`src/rtl/ex_hazard_ctrl_pkg.sv`:
```
// Shared types and constants for the EX-stage hazard controller:
// forwarding select encoding, shadow pipeline entry and counter helper.
package ex_hazard_ctrl_pkg;

    localparam int unsigned REGW = 5;
    localparam int unsigned CNTW = 16;

    // Zero register: reads as zero, so it can never be a real producer.
    localparam logic [REGW-1:0] XZR = REGW'(31);

    typedef enum logic [1:0] {
        FWD_RF  = 2'b00,
        FWD_WB  = 2'b01,
        FWD_MEM = 2'b10
    } fwd_sel_t;

    typedef struct packed {
        logic            valid;
        logic [REGW-1:0] rn;
        logic [REGW-1:0] rm;
        logic            uses_rm;
        logic [REGW-1:0] rd;
        logic            regwrite;
        logic            memread;
    } stage_info_t;

    localparam stage_info_t STAGE_BUBBLE = '0;

    // Increment that sticks at all-ones instead of wrapping.
    function automatic logic [CNTW-1:0] sat_inc(input logic [CNTW-1:0] cnt,
                                                input logic            inc);
        if (inc && (cnt != {CNTW{1'b1}})) begin
            return cnt + CNTW'(1);
        end
        return cnt;
    endfunction

endpackage

```
`src/rtl/ex_hazard_ctrl_if.sv`:
```
// ID-stage hazard inputs and the stall/flush/forward controls back to the pipeline.
// master = pipeline side driving ID info, slave = hazard controller.
interface ex_hazard_ctrl_if;
    import ex_hazard_ctrl_pkg::*;

    logic            id_valid;
    logic [REGW-1:0] id_rn;
    logic [REGW-1:0] id_rm;
    logic            id_uses_rm;
    logic [REGW-1:0] id_rd;
    logic            id_regwrite;
    logic            id_memread;
    logic            mem_pcsrc;

    logic            stall_F;
    logic            stall_D;
    logic            flush_D;
    logic            flush_E;
    logic            flush_M;
    logic [1:0]      fwd_a;
    logic [1:0]      fwd_b;
    logic [CNTW-1:0] stall_cnt;
    logic [CNTW-1:0] flush_cnt;

    modport master (
        output id_valid, id_rn, id_rm, id_uses_rm, id_rd, id_regwrite, id_memread,
        output mem_pcsrc,
        input  stall_F, stall_D, flush_D, flush_E, flush_M,
        input  fwd_a, fwd_b, stall_cnt, flush_cnt
    );

    modport slave (
        input  id_valid, id_rn, id_rm, id_uses_rm, id_rd, id_regwrite, id_memread,
        input  mem_pcsrc,
        output stall_F, stall_D, flush_D, flush_E, flush_M,
        output fwd_a, fwd_b, stall_cnt, flush_cnt
    );

endinterface

```
`src/rtl/ex_hazard_ctrl_fwd_sel.sv`:
```
// Picks the ALU operand source for one EX register read: the youngest
// in-flight producer (MEM, then WB) wins, else the register file.
module ex_hazard_ctrl_fwd_sel
    import ex_hazard_ctrl_pkg::*;
(
    input  logic            i_e_valid,
    input  logic [REGW-1:0] i_src,
    input  stage_info_t     i_m,
    input  stage_info_t     i_w,
    output fwd_sel_t        o_sel
);

    logic w_m_hit;
    logic w_w_hit;
    logic w_unused;

    // A load in MEM has no data yet; its value is picked up from WB a cycle later.
    assign w_m_hit = i_m.valid && i_m.regwrite && !i_m.memread &&
                     (i_m.rd != XZR) && (i_m.rd == i_src);
    assign w_w_hit = i_w.valid && i_w.regwrite &&
                     (i_w.rd != XZR) && (i_w.rd == i_src);

    always_comb begin
        o_sel = FWD_RF;
        if (i_e_valid) begin
            if (w_m_hit) begin
                o_sel = FWD_MEM;
            end else if (w_w_hit) begin
                o_sel = FWD_WB;
            end
        end
    end

    assign w_unused = ^{i_m.rn, i_m.rm, i_m.uses_rm,
                        i_w.rn, i_w.rm, i_w.uses_rm, i_w.memread};

endmodule

```
`src/rtl/ex_hazard_ctrl.sv`:
```
// EX-stage hazard controller: shadows E/M/W destination info, drives operand
// forwarding, load-use stalls, taken-branch flushes and saturating event counters.
module ex_hazard_ctrl
    import ex_hazard_ctrl_pkg::*;
(
    input  logic             clk,
    input  logic             reset,
    ex_hazard_ctrl_if.slave  hz
);

    stage_info_t     r_e;
    stage_info_t     r_m;
    stage_info_t     r_w;
    logic [CNTW-1:0] r_stall_cnt;
    logic [CNTW-1:0] r_flush_cnt;

    stage_info_t     w_id;
    logic            w_lu;
    logic            w_stall_F;
    logic            w_stall_D;
    logic            w_flush_D;
    logic            w_flush_E;
    logic            w_flush_M;
    fwd_sel_t        w_fwd_a;
    fwd_sel_t        w_fwd_b;
    logic            w_unused;

    always_comb begin
        w_id          = STAGE_BUBBLE;
        w_id.valid    = hz.id_valid;
        w_id.rn       = hz.id_rn;
        w_id.rm       = hz.id_rm;
        w_id.uses_rm  = hz.id_uses_rm;
        w_id.rd       = hz.id_rd;
        w_id.regwrite = hz.id_regwrite;
        w_id.memread  = hz.id_memread;
    end

    // Load in EX whose result the ID instruction needs next cycle.
    assign w_lu = r_e.valid && r_e.memread && r_e.regwrite && (r_e.rd != XZR) &&
                  hz.id_valid &&
                  ((hz.id_rn == r_e.rd) || (hz.id_uses_rm && (hz.id_rm == r_e.rd)));

    // A taken branch squashes everything younger, including a pending load-use stall.
    always_comb begin
        w_stall_F = 1'b0;
        w_stall_D = 1'b0;
        w_flush_D = 1'b0;
        w_flush_E = 1'b0;
        w_flush_M = 1'b0;
        if (hz.mem_pcsrc) begin
            w_flush_D = 1'b1;
            w_flush_E = 1'b1;
            w_flush_M = 1'b1;
        end else if (w_lu) begin
            w_stall_F = 1'b1;
            w_stall_D = 1'b1;
            w_flush_E = 1'b1;
        end
    end

    always_ff @(posedge clk or posedge reset) begin
        if (reset) begin
            r_e <= STAGE_BUBBLE;
            r_m <= STAGE_BUBBLE;
            r_w <= STAGE_BUBBLE;
        end else begin
            r_w <= r_m;
            if (hz.mem_pcsrc) begin
                r_m <= STAGE_BUBBLE;
                r_e <= STAGE_BUBBLE;
            end else if (w_lu) begin
                r_m <= r_e;
                r_e <= STAGE_BUBBLE;
            end else begin
                r_m <= r_e;
                r_e <= w_id;
            end
        end
    end

    always_ff @(posedge clk or posedge reset) begin
        if (reset) begin
            r_stall_cnt <= '0;
            r_flush_cnt <= '0;
        end else begin
            r_stall_cnt <= sat_inc(r_stall_cnt, w_stall_F);
            r_flush_cnt <= sat_inc(r_flush_cnt, hz.mem_pcsrc);
        end
    end

    ex_hazard_ctrl_fwd_sel u_fwd_a (
        .i_e_valid (r_e.valid),
        .i_src     (r_e.rn),
        .i_m       (r_m),
        .i_w       (r_w),
        .o_sel     (w_fwd_a)
    );

    ex_hazard_ctrl_fwd_sel u_fwd_b (
        .i_e_valid (r_e.valid),
        .i_src     (r_e.rm),
        .i_m       (r_m),
        .i_w       (r_w),
        .o_sel     (w_fwd_b)
    );

    assign hz.stall_F   = w_stall_F;
    assign hz.stall_D   = w_stall_D;
    assign hz.flush_D   = w_flush_D;
    assign hz.flush_E   = w_flush_E;
    assign hz.flush_M   = w_flush_M;
    assign hz.fwd_a     = w_fwd_a;
    assign hz.fwd_b     = w_fwd_b;
    assign hz.stall_cnt = r_stall_cnt;
    assign hz.flush_cnt = r_flush_cnt;

    // Load-use only looks at the ID instruction's own uses_rm flag.
    assign w_unused = r_e.uses_rm;

endmodule

```
`src/flat_wrapper.sv`:
```
// flat-port wrapper written by rule: the top's interface ports become plain ports
module ex_hazard_ctrl_flat import ex_hazard_ctrl_pkg::*;
  (clk, reset, hz_id_valid, hz_id_rn, hz_id_rm, hz_id_uses_rm, hz_id_rd, hz_id_regwrite, hz_id_memread, hz_mem_pcsrc, hz_stall_F, hz_stall_D, hz_flush_D, hz_flush_E, hz_flush_M, hz_fwd_a, hz_fwd_b, hz_stall_cnt, hz_flush_cnt);
  ex_hazard_ctrl_if hz_i ();
  input  logic clk;
  input  logic reset;
  input wire logic [$bits(hz_i.id_valid)-1:0] hz_id_valid;
  input wire logic [$bits(hz_i.id_rn)-1:0] hz_id_rn;
  input wire logic [$bits(hz_i.id_rm)-1:0] hz_id_rm;
  input wire logic [$bits(hz_i.id_uses_rm)-1:0] hz_id_uses_rm;
  input wire logic [$bits(hz_i.id_rd)-1:0] hz_id_rd;
  input wire logic [$bits(hz_i.id_regwrite)-1:0] hz_id_regwrite;
  input wire logic [$bits(hz_i.id_memread)-1:0] hz_id_memread;
  input wire logic [$bits(hz_i.mem_pcsrc)-1:0] hz_mem_pcsrc;
  output wire logic [$bits(hz_i.stall_F)-1:0] hz_stall_F;
  output wire logic [$bits(hz_i.stall_D)-1:0] hz_stall_D;
  output wire logic [$bits(hz_i.flush_D)-1:0] hz_flush_D;
  output wire logic [$bits(hz_i.flush_E)-1:0] hz_flush_E;
  output wire logic [$bits(hz_i.flush_M)-1:0] hz_flush_M;
  output wire logic [$bits(hz_i.fwd_a)-1:0] hz_fwd_a;
  output wire logic [$bits(hz_i.fwd_b)-1:0] hz_fwd_b;
  output wire logic [$bits(hz_i.stall_cnt)-1:0] hz_stall_cnt;
  output wire logic [$bits(hz_i.flush_cnt)-1:0] hz_flush_cnt;
  assign hz_i.id_valid = hz_id_valid;
  assign hz_i.id_rn = hz_id_rn;
  assign hz_i.id_rm = hz_id_rm;
  assign hz_i.id_uses_rm = hz_id_uses_rm;
  assign hz_i.id_rd = hz_id_rd;
  assign hz_i.id_regwrite = hz_id_regwrite;
  assign hz_i.id_memread = hz_id_memread;
  assign hz_i.mem_pcsrc = hz_mem_pcsrc;
  assign hz_stall_F = hz_i.stall_F;
  assign hz_stall_D = hz_i.stall_D;
  assign hz_flush_D = hz_i.flush_D;
  assign hz_flush_E = hz_i.flush_E;
  assign hz_flush_M = hz_i.flush_M;
  assign hz_fwd_a = hz_i.fwd_a;
  assign hz_fwd_b = hz_i.fwd_b;
  assign hz_stall_cnt = hz_i.stall_cnt;
  assign hz_flush_cnt = hz_i.flush_cnt;
  ex_hazard_ctrl u_core (.clk(clk), .reset(reset), .hz(hz_i));
endmodule
```
`config.mk`:
```
export PLATFORM = sky130hd
export DESIGN_NAME = ex_hazard_ctrl_flat
export DESIGN_NICKNAME = d
export VERILOG_FILES = /design/src/rtl/ex_hazard_ctrl_pkg.sv /design/src/rtl/ex_hazard_ctrl_if.sv /design/src/rtl/ex_hazard_ctrl_fwd_sel.sv /design/src/rtl/ex_hazard_ctrl.sv /design/src/flat_wrapper.sv
export SDC_FILE = /design/constraint.sdc
export NUM_CORES = 1
export LEC_CHECK = 0
export ABC_AREA = 1
export CAP_MARGIN = 30
export CORE_MARGIN = 10
export CORE_UTILIZATION = 50
export CTS_CLUSTER_DIAMETER = 80
export DETAILED_ROUTE_END_ITERATION = 10
export PLACE_DENSITY = 0.74
export SLEW_MARGIN = 20
export SYNTH_ARGS = -nofsm -noshare
export SYNTH_HDL_FRONTEND = slang
export SYNTH_HIERARCHICAL = 1
export SYNTH_SLANG_ARGS = --single-unit
export TNS_END_PERCENT = 10
```
`constraint.sdc`:
```
create_clock -name clk -period 4.3 [get_ports clk]
set_clock_uncertainty 0.1 [all_clocks]
set_input_delay 0.86 -clock clk [delete_from_list [all_inputs] [get_ports clk]]
set_output_delay 0.86 -clock clk [all_outputs]
set_load 0.01 [all_outputs]
```
-- After elaboration in Yosys (flattened, before gate mapping)
Cells that the tools add are included.
- bits in registers: 66
- input bits: 22
- output and inout port bits: 41
- logic and storage cells: 65
- add/subtract/negate cells: 2
- equal/unequal tests: 11
- mux-type cells: 17
- reduce and logical (&&, ||, !) cells: 19
- operators by type and width (cell ; count):
    $mux W19 ; 3
    $add A16 B1 Y16 const B ; 2
    $mux W16 ; 2
    $ne A16 B16 Y1 const B ; 2
    $eq A5 B5 Y1 ; 6
    $logic_and A1 B1 Y1 ; 17
    $ne A5 B5 Y1 const B ; 3
    $mux W1 ; 8
    $mux W2 ; 4
    $logic_not A1 Y1 ; 1
    $logic_or A1 B1 Y1 ; 1

-- Depth between registers and ports, before layout
- depth after elaboration: 9
- depth in mapped cells: 11
- gate-level depth less buffers: 10

-- Modules after synthesis
The synthesis kept the hierarchy.
- modules (own cells, without submodules) (module ; times used ; cells an instance ; area each (um^2) ; seq. area each (um^2)):
    ex_hazard_ctrl ; 1 ; 421 ; 3868.7 ; 2227.1
    ex_hazard_ctrl_fwd_sel ; 2 ; 60 ; 246.5 ; 0.0

-- Worst setup path before layout
No wires, ideal clock.
- path kind: input to output
- start point: input hz_id_rm[0]
- end point: output hz_stall_F
- arrival time: 1.592 ns
- required time: 3.340 ns
- slack: 1.748 ns
- stages on the path: 9
- path buffers: 1
- cells stage by stage: inv_1 -> nand2_1 -> nand2_1 -> nor2_1 -> nand3_2 -> nand2_4 -> nand3_4 -> inv_2 -> buf_4
- longest elaborated chain between the ends: 6
- RTL lines (item ; line ; source):
    start, declared ; flat_wrapper.sv:9 ; input wire logic [$bits(hz_i.id_rm)-1:0] hz_id_rm;
    $eq A5 B5 Y1 ; ex_hazard_ctrl.sv:42 ; ((hz.id_rn == r_e.rd) || (hz.id_uses_rm && (hz.id_rm == r_e.rd)));
    $logic_and A1 B1 Y1 ; ex_hazard_ctrl.sv:42 ;
    $logic_or A1 B1 Y1 ; ex_hazard_ctrl.sv:42 ;
    $logic_and A1 B1 Y1 ; ex_hazard_ctrl.sv:41 ; hz.id_valid &&
    $mux W1 (2 in series) ; n/a ;
    end, declared ; flat_wrapper.sv:15 ; output wire logic [$bits(hz_i.stall_F)-1:0] hz_stall_F;
No other way between the ends.

-- Worst setup path after layout
- start point: input hz_id_rm[3]
- end point: output hz_stall_F
- longest elaborated chain between the ends: 6
- RTL lines (item ; line ; source):
    $eq A5 B5 Y1 ; ex_hazard_ctrl.sv:42 ;
    $logic_and A1 B1 Y1 ; ex_hazard_ctrl.sv:42 ;
    $logic_or A1 B1 Y1 ; ex_hazard_ctrl.sv:42 ;
    $logic_and A1 B1 Y1 ; ex_hazard_ctrl.sv:41 ;
    $mux W1 ; ex_hazard_ctrl.sv:55 ; end else if (w_lu) begin
    $mux W1 ; ex_hazard_ctrl.sv:51 ; if (hz.mem_pcsrc) begin
No other way between the ends.

==> results by group <==
Run status
  – Status: finished, final reports clean

Clock tree
  – Root Driver: clkbuf_8
  – Max clock buf depth: 2
  – Num CTS Buffers: 9
  – CTS H-tree lvls: 3
  – TritonCTS clock tree: yes
  – Clock Sinks: 65
  – Clock transition at path regs: 0.06 ns
  – Skew-Pair Late Insertion Delay: 0.33 ns
  – Setup bufs post-CTS: 0
  – Cts-stage hold buffer count: 0
  – CTS resizes: 0

Worst setup path
  – CP Max Fanout: 3
  – Crit. End Element: output pin
  – Worst EP arrival: 2.57 ns
  – Kind of critical path: in -> out
  – Crit path required time: 3.34 ns
  – CP startpoint kind: primary input

Finish
  – Area Overhead vs Synth: 25.1%
  – Layout cells sized above 1: 0.119
  – Final instance area: 0.00459 mm²
  – Antenna cells: 0
  – NumNets Final: 583

Yosys
  – Syn Nets: 516
  – Post-Syn Area: 0.00367 mm²
  – Cells after synthesis: 492
  – Synth warn: 6
  – Mean post-synth cell area: 7.45 µm²

Floorplan
  – Starting density of the core: 0.511
  – Row count: 31
  – Die Y: 106 µm
  – Core region area: 0.00718 mm²
  – DIE WIDTH: 106 µm
  – # IOs: 63
  – Die area: 0.0112 mm²

Timing
  – Worst slew margin: 0.643
  – RSZ-0062 raised after global routing: no
  – Sum Neg Setup Slack: 0 ns
  – Count of final max-slew check failures: 0
  – Slew @ Worst Pin: 0.535 ns
  – Fmax: 0.283 GHz
  – Final hold viol count: 0
  – Final period utilization: 0.821
  – Setup violations, final: 0
  – Minimum clock period: 3.53 ns
  – Hold slack: 0.307 ns

GRT
  – Largest net degree at the start of global routing: 27
  – GRT Util Overall: 0.160
  – Total grt overflow: 0
  – Vias in the first global route: 3,230
  – Global-route wire length before repair: 14,900 µm
  – Initial antenna violation count: 0

Power
  – Total power: 1540 µW
  – VDD IR max: 0.166 mV
  – Pwr/cell area: 336 mW/mm²
  – Leakage: 0.00224 µW

Placed design
  – Routability cong.: 0.949
  – Detailed Place HPWL: 6670 µm
  – Dpl cell area: 0.00438 mm²
  – PortBufs: 62

Routing
  – Starting DRT DRC Count: 159
  – Via count: 3,216
  – Via-to-Cell Ratio: 4.85
  – Final WL: 8610 µm
  – Routed Antenna Nets: 0
  – DR WL/cell: 13.0 µm
  – DRC Markers: 0
  – DR pass1 iterations: 4

Worst hold path
  – Worst min path class: reg -> reg

Job
  – Max-cap viol count: 0
state kept, by name, indices dropped and copies added (netlist names):
signal,cells
u_core/r_e,18
u_core/hz.stall_cnt,16
u_core/r_w,7
u_core/hz.flush_cnt,16
u_core/r_m,8
report_power, final:
part	leakage, µW	internal (µW)	switching (µW)	total [µW]
Clock	0.000107	315	214	529
Sequential	0.000863	664	60.9	725
Combinational	0.00127	140	150	290
Total	0.00224	1120	425	1540
layout by cell type, fill, tap and decap left out, types with 7 or more instances in the layout:
cell               n
nor2_2             7
clkbuf_8          12
inv_1             68
nand3_1           15
o21ai_1            8
xnor2_1           11
inv_2             11
nand4_1           10
nor3_1             8
dfrtp_1           65
nand2_1          151
nor2_1            68
clkdlybuf4s50_1   62
nand2_2           21
xor2_1            16
layout make-up:
cell class	instances	area, µm²
flip-flops and latches	65	1630
clock buffers	14	173
inverters	79	297
repair buffers	66	663
multi-input cells	338	1670
well taps	99	124
fillers	645	2590
clock inverters	2	35.0
path summary, 6_finish.rpt:
path	start	end	slack, ns	cells past startpoint
max	hz_id_rm[3]	hz_stall_F	0.77	10
min	u_core/r_m[18]	u_core/r_w[18]	0.31	0
max reg2reg	u_core/hz.flush_cnt[0]	u_core/hz.flush_cnt[9]	2.31	8
min reg2reg	u_core/r_m[18]	u_core/r_w[18]	0.31	0
max in group asynchronous	reset	u_core/r_e[15]	2.52	4
min in group asynchronous	reset	u_core/hz.stall_cnt[7]	0.79	2
critical path: stages:
cell,delay (ns)
clkdlybuf4s50_1,0.50
inv_1,0.06
nand2_1,0.05
nand2_1,0.06
nor2_2,0.12
nand3_2,0.09
nand2_4,0.11
nand3_4,0.10
inv_2,0.07
clkdlybuf4s50_1,0.53
routing by layer:
| layer | vias to the layer above | wire length [µm] | GRT usage |
|---|---|---|---|
| met5 | - | 0 | 0 |
| met4 | 0 | 171 | 0.0754 |
| met3 | 18 | 530 | 0.0451 |
| met2 | 85 | 4310 | 0.273 |
| met1 | 1499 | 3590 | 0.179 |
| li1 | 1614 | - | - |
stage by stage:
stage          cells  setup WS (ns)   util
3_3_place_gp     646          0.808  0.608
2_1_floorplan    492           1.71      -
4_1_cts          663          0.761  0.640
6_report         663          0.768  0.640
5_1_grt          663          0.641  0.640
3_5_place_dp     647          0.768  0.611
No activity file was read; power rests on OpenSTA's default activity.
